### src/rtl/bvlshr_inv_search_ctrl_pkg.sv
// Shared definitions for the bit-vector inversion controllers: FSM states,
// default operand width and the saturating logical shift right.
package bvinv_pkg;

  localparam int unsigned BVINV_WIDTH = 4;

  typedef enum logic [1:0] {
    IDLE,
    CHECK,
    SEARCH,
    DONE
  } state_t;

  // a >> s with zero fill over a w-bit operand; shifts of w or more give 0.
  function automatic logic [31:0] lshr_sat(input logic [31:0] a,
                                           input logic [31:0] s,
                                           input int unsigned w);
    logic [31:0] mask;
    mask = (w >= 32) ? '1 : ((32'd1 << w) - 32'd1);
    if (s >= 32'(w)) return '0;
    return (a & mask) >> s;
  endfunction

endpackage

### src/rtl/bvlshr_inv_search_ctrl_if.sv
// Query/result handshake bundle of the lshr inversion search controller.
interface bvlshr_inv_search_ctrl_if
  import bvinv_pkg::*;
#(
  parameter int WIDTH = BVINV_WIDTH,
  parameter int CNT_W = WIDTH + 1
);
  logic             in_valid;
  logic             in_ready;
  logic [WIDTH-1:0] s_in;
  logic [WIDTH-1:0] t_in;
  logic             out_valid;
  logic             out_ready;
  logic [WIDTH-1:0] x_out;
  logic             sat;
  logic [CNT_W-1:0] iter_count;

  modport master (
    output in_valid, s_in, t_in, out_ready,
    input  in_ready, out_valid, x_out, sat, iter_count
  );

  modport slave (
    input  in_valid, s_in, t_in, out_ready,
    output in_ready, out_valid, x_out, sat, iter_count
  );
endinterface

### src/rtl/bvlshr_inv_search_ctrl_unit.sv
// Shared combinational shift datapath: y = lshr(a, s), saturating to 0.
module bvlshr_unit
  import bvinv_pkg::*;
#(
  parameter int WIDTH = BVINV_WIDTH
) (
  input  logic [WIDTH-1:0] i_a,
  input  logic [WIDTH-1:0] i_s,
  output logic [WIDTH-1:0] o_y
);
  assign o_y = WIDTH'(lshr_sat(32'(i_a), 32'(i_s), WIDTH));
endmodule

### src/rtl/bvlshr_inv_search_ctrl.sv
// Sequential solver for lshr(x, s) == t: one-cycle invertibility check,
// then linear enumeration of x through one shared shift unit.
module bvlshr_inv_search_ctrl
  import bvinv_pkg::*;
#(
  parameter int WIDTH = BVINV_WIDTH,
  parameter int CNT_W = WIDTH + 1
) (
  input logic                      clk,
  input logic                      rst,
  bvlshr_inv_search_ctrl_if.slave  bus
);
  state_t           r_state, w_next;
  logic [WIDTH-1:0] r_s, r_t, r_xCnt, r_xOut;
  logic             r_sat;
  logic [CNT_W-1:0] r_iter;

  logic [WIDTH-1:0] w_chkA, w_unitA, w_y;
  logic             w_match, w_lastCand, w_accept, w_release;
  logic             w_inReady, w_outValid;

  // CHECK feeds trunc(t << s) back through the unit; SEARCH feeds the candidate.
  assign w_chkA  = r_t << r_s;
  assign w_unitA = (r_state == SEARCH) ? r_xCnt : w_chkA;

  bvlshr_unit #(.WIDTH(WIDTH)) u_shift (
    .i_a (w_unitA),
    .i_s (r_s),
    .o_y (w_y)
  );

  assign w_match    = (w_y == r_t);
  assign w_lastCand = (r_xCnt == {WIDTH{1'b1}});
  assign w_accept   = (r_state == IDLE) && bus.in_valid;
  assign w_release  = (r_state == DONE) && bus.out_ready;

  always_comb begin
    w_next     = r_state;
    w_inReady  = 1'b0;
    w_outValid = 1'b0;
    case (r_state)
      IDLE: begin
        w_inReady = 1'b1;
        if (w_accept) w_next = CHECK;
      end
      CHECK:  w_next = w_match ? SEARCH : DONE;
      SEARCH: if (w_match || w_lastCand) w_next = DONE;
      DONE: begin
        w_outValid = 1'b1;
        if (w_release) w_next = IDLE;
      end
      default: w_next = IDLE;
    endcase
  end

  always_ff @(posedge clk) begin
    if (rst) r_state <= IDLE;
    else     r_state <= w_next;
  end

  always_ff @(posedge clk) begin
    if (rst) begin
      r_s    <= '0;
      r_t    <= '0;
      r_xCnt <= '0;
      r_xOut <= '0;
      r_sat  <= 1'b0;
      r_iter <= '0;
    end else begin
      case (r_state)
        IDLE: begin
          if (w_accept) begin
            r_s    <= bus.s_in;
            r_t    <= bus.t_in;
            r_iter <= '0;
          end
        end
        CHECK: begin
          if (w_match) begin
            r_xCnt <= '0;
          end else begin
            r_sat  <= 1'b0;
            r_xOut <= '0;
          end
        end
        SEARCH: begin
          r_iter <= r_iter + CNT_W'(1);
          if (w_match) begin
            r_xOut <= r_xCnt;
            r_sat  <= 1'b1;
          end else if (w_lastCand) begin
            r_xOut <= '0;
            r_sat  <= 1'b0;
          end else begin
            r_xCnt <= r_xCnt + WIDTH'(1);
          end
        end
        default: ;
      endcase
    end
  end

  assign bus.in_ready   = w_inReady;
  assign bus.out_valid  = w_outValid;
  assign bus.x_out      = r_xOut;
  assign bus.sat        = r_sat;
  assign bus.iter_count = r_iter;
endmodule

### src/flat_wrapper.sv
// flat-port wrapper written by rule: the top's interface ports become plain ports
module bvlshr_inv_search_ctrl_flat import bvinv_pkg::*;
#(
  parameter int WIDTH = BVINV_WIDTH,
  parameter int CNT_W = WIDTH + 1
)
  (clk, rst, bus_in_valid, bus_s_in, bus_t_in, bus_out_ready, bus_in_ready, bus_out_valid, bus_x_out, bus_sat, bus_iter_count);
  bvlshr_inv_search_ctrl_if #(.WIDTH(WIDTH), .CNT_W(CNT_W)) bus_i ();
  input logic clk;
  input logic rst;
  input wire logic [$bits(bus_i.in_valid)-1:0] bus_in_valid;
  input wire logic [$bits(bus_i.s_in)-1:0] bus_s_in;
  input wire logic [$bits(bus_i.t_in)-1:0] bus_t_in;
  input wire logic [$bits(bus_i.out_ready)-1:0] bus_out_ready;
  output wire logic [$bits(bus_i.in_ready)-1:0] bus_in_ready;
  output wire logic [$bits(bus_i.out_valid)-1:0] bus_out_valid;
  output wire logic [$bits(bus_i.x_out)-1:0] bus_x_out;
  output wire logic [$bits(bus_i.sat)-1:0] bus_sat;
  output wire logic [$bits(bus_i.iter_count)-1:0] bus_iter_count;
  assign bus_i.in_valid = bus_in_valid;
  assign bus_i.s_in = bus_s_in;
  assign bus_i.t_in = bus_t_in;
  assign bus_i.out_ready = bus_out_ready;
  assign bus_in_ready = bus_i.in_ready;
  assign bus_out_valid = bus_i.out_valid;
  assign bus_x_out = bus_i.x_out;
  assign bus_sat = bus_i.sat;
  assign bus_iter_count = bus_i.iter_count;
  bvlshr_inv_search_ctrl #(.WIDTH(WIDTH), .CNT_W(CNT_W)) u_core (.clk(clk), .rst(rst), .bus(bus_i));
endmodule
### config.mk
export PLATFORM = sky130hd
export DESIGN_NAME = bvlshr_inv_search_ctrl_flat
export DESIGN_NICKNAME = d
export VERILOG_FILES = /design/src/rtl/bvlshr_inv_search_ctrl_pkg.sv /design/src/rtl/bvlshr_inv_search_ctrl_if.sv /design/src/rtl/bvlshr_inv_search_ctrl_unit.sv /design/src/rtl/bvlshr_inv_search_ctrl.sv /design/src/flat_wrapper.sv
export SDC_FILE = /design/constraint.sdc
export NUM_CORES = 1
export LEC_CHECK = 0
export CORE_AREA = 5 5 68 100
export DETAILED_ROUTE_END_ITERATION = 8
export DIE_AREA = 0 0 73 105
export PLACE_DENSITY = 0.51
export SLEW_MARGIN = 20
export SYNTH_ARGS = -nofsm -noshare
export SYNTH_HDL_FRONTEND = slang
export SYNTH_SLANG_ARGS = --single-unit
export TNS_END_PERCENT = 50
### constraint.sdc
create_clock -name clk -period 2.9 [get_ports clk]
set_input_delay 0.725 -clock clk [delete_from_list [all_inputs] [get_ports clk]]
set_output_delay 0.725 -clock clk [all_outputs]
set_load 0.02 [all_outputs]
==> reports/metrics.cfg, run 1 <==
[status]
status=complete, no violations

[detailed_routing]
routed_via_density=5.32
finalWirelength_um=4440
drtIter0Drc=152
ant_nets=0
wl_per_cell_um=14.4
dr.pass1.iters=5
drcViolationCount=0
num_vias=1643

[floorplanning]
die_width_um=73
core-area_mm2=0.00579
num_io_pins=24
dieArea_mm2=0.00767
die_h_um=105
rows=34
start_util=0.290

[global_routing]
track_usage=0.121
grt_pass1_vias=1576
antenna_found_initial=0
grt_pass1_wl_um=7660
grt_max_degree=30
gr-total-overflow=0

[finish]
area_growth_pct=23.2
antennaDiodeCount=0
final_core_util=0.357
layout.nets=256
drive_gt1_frac=0.0928
fill_cells=633

[setup_path]
crit_arrival_ns=2.94
endpoint_kind=register
r2r_cells=9
cp_max_fo=11
worstReg2RegEnd=u_core.bus.sat
critPathKind=reg -> reg
rrSetupSlack_ns=0.13
r2r-start=u_core.r_state[0]
crit_required_ns=3.08
startpoint=u_core.r_state[0]
critPathLaunchType=register

[clock_tree]
ctsRootBufferMaster=clkbuf_8
clockBufferDepth=2
cts.sinks=24
clkTransAtPathRegs_ns=0.09
cts_buffers=3
clock_latency_ns=0.27
cts_tree=built
htreeDepth=1

[pwr]
combinationalPowerShare=0.515
clock_power_share=0.202
irDropWorstVdd_mv=0.378
p_seq_frac=0.283
switching_share=0.409
power_leakage_nw=0.682
p_per_area_mw_per_mm2=716
p_int_mw=0.875
p_sw_mw=0.604

[timing]
final_max_slew_viol_count=0
finalSetupViolCount=0
setup_slack_ns=0.131
relSlewSlack=0.557
post-route-period-util=0.955
finalClockSkew_ns=0.00301
finalHoldViolCount=0
fin_crit_ns=2.77
clock.fmax_mhz=361
worstMarginPinSlew_ns=0.665

[place]
hpwl_um=3250
gp_congestion=0.851
portBuffers=23
place_ws_ns=0.108

[worst_hold_path]
hp-class=reg -> reg
min_from=u_core.r_t[3]
min_to=u_core.r_t[3]
hold-path-cell-count=2

[logic_synthesis]
seq_area_frac_synth=0.287
muxShareOfSynthArea=0.0149
synth_cell_type_count=49
syn_nets=236
async_flop_share=0
synth_compound_area_frac=0.246
synthAdderAreaFrac=0.0448
yosys_warnings=0
ys_seq_elements=24
synth_xor_area_frac=0
synth_edf_count=0
synth_top_flop_cell=dfxtp_1
synthesis.instances=218
avgSynthCellArea_um2=7.69
synthSimpleGateAreaFrac=0.332
synth_top_family_by_area=simple AND/OR/NAND/NOR gates
netlist_area_mm2=0.00168

[job]
max_cap_violations=0

[what timing repair did]
action / in CTS / in global routing
setup buffers: 0 / 2
resized for setup: 0 / 1
setup endpoints to repair: 0 / 2
hold buffers: 0 / 0
[state kept, by name, summed over array words and instances (netlist names)]
name                   cells
u_core.bus.iter_count      5
u_core.bus.sat             1
u_core.bus.x_out           4
u_core.r_s                 4
u_core.r_state             2
u_core.r_t                 4
u_core.r_xCnt              4
[worst max-delay path, stage by stage (launching register included)]
cell	delay (ns)
dfxtp_1	0.34
inv_1	0.08
ha_2	0.21
or4b_1	0.47
a21o_1	0.20
a211oi_2	0.24
mux2_4	0.33
and4_4	0.22
or4b_1	0.51
o311ai_1	0.10
[cell usage in the layout, fill, tap and decap left out, types with 5 or more instances in the layout]
master           synthesis  routed
o311ai_1                 6       6
dfxtp_1                 24      24
nor3b_1                  5       5
nand2_1                 27      27
ha_1                     6       5
nand3_1                 14      14
nor2_1                  12      12
inv_1                    9       9
o21ai_0                  6       6
a21oi_1                 19      19
nand3b_1                 7       7
buf_4                    0       9
or3_1                    6       6
clkdlybuf4s50_1          0      23
[per-layer routing]
metal | track usage | part of all wire | up-vias
li1 | - | - | 850
met1 | 0.160 | 0.44 | 772
met2 | 0.203 | 0.53 | 19
met3 | 0.0125 | 0.017 | 2
met4 | 0.0356 | 0.012 | 0
met5 | 0 | 0 | -
[layout make-up]
cell class	instances	area (µm²)	share of cell area
Clock inverter	1	30.0	0.0145
Clock buffer	3	41.3	0.0200
Multi-Input combinational cell	167	1070	0.519
Inverter	9	33.8	0.0164
Tap cell	72	90.1	0.0436
Sequential cell	24	480	0.233
Timing Repair Buffer	33	318	0.154
[synthesized netlist by cell type, types with 2 or more instances]
cell | number | area (µm²)
a21oi_1 | 19 | 95.1
a22oi_1 | 3 | 22.5
a31oi_1 | 3 | 18.8
a32oi_1 | 2 | 17.5
and3_1 | 3 | 18.8
buf_1 | 2 | 7.51
buf_2 | 5 | 25.0
buf_6 | 2 | 22.5
clkbuf_1 | 8 | 30.0
dfxtp_1 | 24 | 480
ha_1 | 6 | 75.1
inv_1 | 9 | 33.8
nand2_1 | 27 | 101
nand2b_1 | 4 | 25.0
nand3_1 | 14 | 70.1
nand3b_1 | 7 | 52.6
nand4_1 | 3 | 18.8
nor2_1 | 12 | 45.0
nor2b_1 | 3 | 18.8
nor3_1 | 3 | 15.0
nor3_2 | 2 | 20.0
nor3b_1 | 5 | 37.5
nor4b_1 | 4 | 35.0
o21ai_0 | 6 | 30.0
o21ai_1 | 3 | 15.0
o311ai_1 | 6 | 52.6
o31a_1 | 3 | 26.3
o41ai_1 | 2 | 17.5
or3_1 | 6 | 37.5
or4_1 | 2 | 15.0
or4b_1 | 2 | 20.0
[power groups by stage]
stage / Combinational [mW] / Clock (mW) / Sequential (mW)
2_1_floorplan: 0.549 / 0 / 0.407
3_3_place_gp: 0.727 / 0 / 0.426
3_5_place_dp: 0.729 / 0 / 0.425
4_1_cts: 0.734 / 0.306 / 0.417
5_1_grt: 0.844 / 0.325 / 0.426
6_report: 0.761 / 0.299 / 0.418
[metrics by stage]
step	hold slack, ns	area (µm²)	std cells	total power [mW]	setup TNS, ns
4_1_cts	0.500	2050	307	1.46	0
2_1_floorplan	0.448	1680	218	0.956	0
3_3_place_gp	0.478	1980	303	1.15	0
3_5_place_dp	0.482	1980	303	1.15	0
6_report	0.505	2070	309	1.48	0
5_1_grt	0.533	2070	309	1.59	-0.000347
[how the worst max path moves through the flow]
stage                                 to  cells past startpoint  slack, ns
after floorplan           u_core.bus.sat                      9       0.21
after global placement    u_core.bus.sat                      9       0.13
after detailed placement  u_core.bus.sat                      9       0.11
after CTS                 u_core.bus.sat                      9       0.07
after global routing      u_core.bus.sat                      9    -0.0003
final                     u_core.bus.sat                      9       0.13
[cells by family (layout without fill, tap and decap cells)]
family	Yosys count	after routing
flops	24	24
fa+ha+maj	6	6
buf+inv	27	46
simple gates	100	100
compound gates	59	59
mux	2	2
Power figures use the tool's default switching activity.
==> inputs of run 2 (changes only) <==
- ABC_AREA: default -> 1
- CORE_AREA: 5 5 68 100 -> 2 2 60 91
- DIE_AREA: 0 0 73 105 -> 0 0 62 93
- PLACE_DENSITY: 0.51 -> 0.52
- TNS_END_PERCENT: 50 -> default
==> reports/metrics.cfg, run 2 <==
[status]
status=complete, no violations  ; unchanged

[logic_synthesis]
synth_cell_type_count=29  ; was 49
async_flop_share=0  ; unchanged
syn_nets=223  ; was 236
synth_common_cells=nand2_1, a21oi_1, dfxtp_1  ; was nand2_1, dfxtp_1, a21oi_1
synth_top_area_share=0.332  ; was 0.287
avgSynthCellArea_um2=7.07  ; was 7.69 µm²
netlist_area_mm2=0.00145  ; was 0.00168 mm²
yosys_warnings=0  ; unchanged
yosysTopAreaCell=dfxtp_1  ; unchanged
synth_top_flop_cell=dfxtp_1  ; unchanged
ys_seq_elements=24  ; unchanged
synthesis.instances=205  ; was 218
synth_area_leaders=dfxtp_1, nand2_1, a21oi_1, nand3_1, ha_1  ; was dfxtp_1, nand2_1, a21oi_1, ha_1, nand3_1
synth_edf_count=0  ; unchanged
seq_area_frac_synth=0.332  ; was 0.287
synth.most_common_cell=nand2_1  ; unchanged

[timing]
finalSetupViolCount=0  ; unchanged
post-route-period-util=0.831  ; was 0.955
fin_crit_ns=2.41  ; was 2.77 ns
fin_tns_setup_ns=0  ; unchanged
final_max_slew_viol_count=0  ; unchanged
finalHoldViolCount=0  ; unchanged
rsz0062_at_grt=false
clock.fmax_mhz=415  ; was 361 MHz
relSlewSlack=0.596  ; was 0.557
finalClockSkew_ns=0.00877  ; was 0.00301 ns
worstMarginPinSlew_ns=0.599  ; was 0.665 ns

[setup_path]
crit_required_ns=3.11  ; was 3.08 ns
r2r-start=u_core.r_state[0]  ; unchanged
crit_chain=inv_1, ha_1, inv_2, nor2_1, nor3_1, a21oi_1, a21oi_2, nand2_1, nand2_1, nand2_2, nor2_4, nand2_4, nor2_2, nand4_1, a21oi_1  ; was inv_1, ha_2, or4b_1, a21o_1, a211oi_2, mux2_4, and4_4, or4b_1, o311ai_1
rrSetupSlack_ns=0.49  ; was 0.13 ns
critPathLaunchType=register  ; unchanged
startpoint=u_core.r_state[0]  ; unchanged
cpMaxStageDelayCell=dfxtp_1  ; was or4b_1
critPathMaxStageDelay_ns=0.40  ; was 0.51 ns
crit_arrival_ns=2.62  ; was 2.94 ns
cp_max_fo=13  ; was 11
endpoint_kind=register  ; unchanged
cp_top_family=simple AND/OR/NAND/NOR gates  ; unchanged
critPathKind=reg -> reg  ; unchanged
crit_buf_inv=2  ; was 1

[place]
dpl_cell_area_mm2=0.00176  ; was 0.00198 mm²
hpwl_um=2850  ; was 3250 µm
portBuffers=23  ; unchanged
gp_congestion=0.812  ; was 0.851

[clock_tree]
cts_resized=0  ; unchanged
cts_hold_repair.buffers=0  ; unchanged
htreeDepth=1  ; unchanged
cts_tree=built  ; unchanged
clockBufferDepth=2  ; unchanged
post_cts_buffers=0  ; unchanged
clkTransAtPathRegs_ns=0.10  ; was 0.09 ns
clock_latency_ns=0.28  ; was 0.27 ns
ctsRootBufferMaster=clkbuf_8  ; unchanged
cts.sinks=24  ; unchanged
cts_buffers=3  ; unchanged

[finish]
drive_gt1_frac=0.135  ; was 0.0928
final_area_mm2=0.00183  ; was 0.00207 mm²
mostFrequentLayoutCell=nand2_1  ; unchanged
final_core_util=0.365  ; was 0.357
area_growth_pct=26.1  ; was 23.2%
largest_register_ffs=5  ; unchanged
antennaDiodeCount=0  ; unchanged
layout.nets=249  ; was 256
final_cell_mix=nand2_1, a21oi_1, dfxtp_1  ; was nand2_1, dfxtp_1, clkdlybuf4s50_1

[worst_hold_path]
min_from=u_core.bus.sat  ; was u_core.r_t[3]
hp-class=reg -> reg  ; unchanged

[floorplanning]
num_io_pins=24  ; unchanged
die_width_um=62  ; was 73 µm
core-area_mm2=0.00500  ; was 0.00579 mm²
start_util=0.290  ; about the same
dieArea_mm2=0.00577  ; was 0.00767 mm²
rows=32  ; was 34
die_h_um=93  ; was 105 µm

[global_routing]
grt_max_degree=17  ; was 30
antenna_found_initial=0  ; unchanged
grt_pass1_vias=1392  ; was 1576
gr-total-overflow=0  ; unchanged
grt_pass1_wl_um=6200  ; was 7660 µm
track_usage=0.141  ; was 0.121

[detailed_routing]
ant_nets=0  ; unchanged
wl_per_cell_um=12.4  ; was 14.4 µm
drtIter0Drc=28  ; was 152
drcViolationCount=0  ; unchanged
num_vias=1426  ; was 1643
routed_via_density=4.79  ; was 5.32
dr.pass1.iters=4  ; was 5
finalWirelength_um=3700  ; was 4440 µm

[pwr]
p_per_area_mw_per_mm2=918  ; was 716 mW/mm²
power_leakage_nw=0.737  ; was 0.682 nW
irDropWorstVdd_mv=0.554  ; was 0.378 mV

[job]
max_cap_violations=0  ; unchanged

## run 2: report_power, final
group / internal, mW / total [mW] / switching [mW]
Sequential: 0.384 / 0.462 / 0.0781
Clock: 0.185 / 0.303 / 0.118
Combinational: 0.323 / 0.912 / 0.589
## run 2: layer usage
| layer | wire, µm | up-vias | track usage |
|---|---|---|---|
| li1 | - | 740 | - |
| met3 | 80 | 5 | 0.0138 |
| met4 | 69 | 0 | 0.0567 |
| met5 | 0 | - | 0 |
| met2 | 2010 | 20 | 0.251 |
| met1 | 1550 | 661 | 0.164 |
## run 2: cells by family (layout without fill, tap and decap cells)
logic type                 after synthesis  after routing  synth area share
and+or+nand+nor                        109            109             0.389
AOI/OAI and AO/OA                       42             42             0.153
DFF                                     24             24             0.332
buffers and inverters                   22             47            0.0630
adders and majority gates                6              6            0.0518
xor gates and xnor gates                 2              2            0.0121
## run 2: final cells by class
class	count	area [µm²]
Tap cell	68	85.1
Timing Repair Buffer	25	245
Inverter	18	67.6
Clock inverter	1	30.0
Sequential cell	24	480
Clock buffer	3	41.3
Fill cell	548	3180
Multi-Input combinational cell	159	877
## run 2: worst paths after layout
path | cells after the start | end
max | 15 | u_core.bus.x_out[1]
min | 2 | u_core.bus.sat
min reg2reg | 2 | u_core.bus.sat
max reg2reg | 15 | u_core.bus.x_out[1]
## run 2: through the flow
step,power [mW],worst slack (ns),hold slack [ns],std cells
after detailed placement,1.39,0.484,0.458,294
after floorplan,1.18,0.816,0.469,205
final,1.68,0.490,0.466,298
after global placement,1.39,0.537,0.459,294
after global routing,1.83,0.216,0.488,298
after CTS,1.70,0.457,0.473,298
## run 2: worst min-delay path: stages (launching register included)
cell	delay, ns
dfxtp_1	0.32
nand2_1	0.06
a21oi_1	0.05
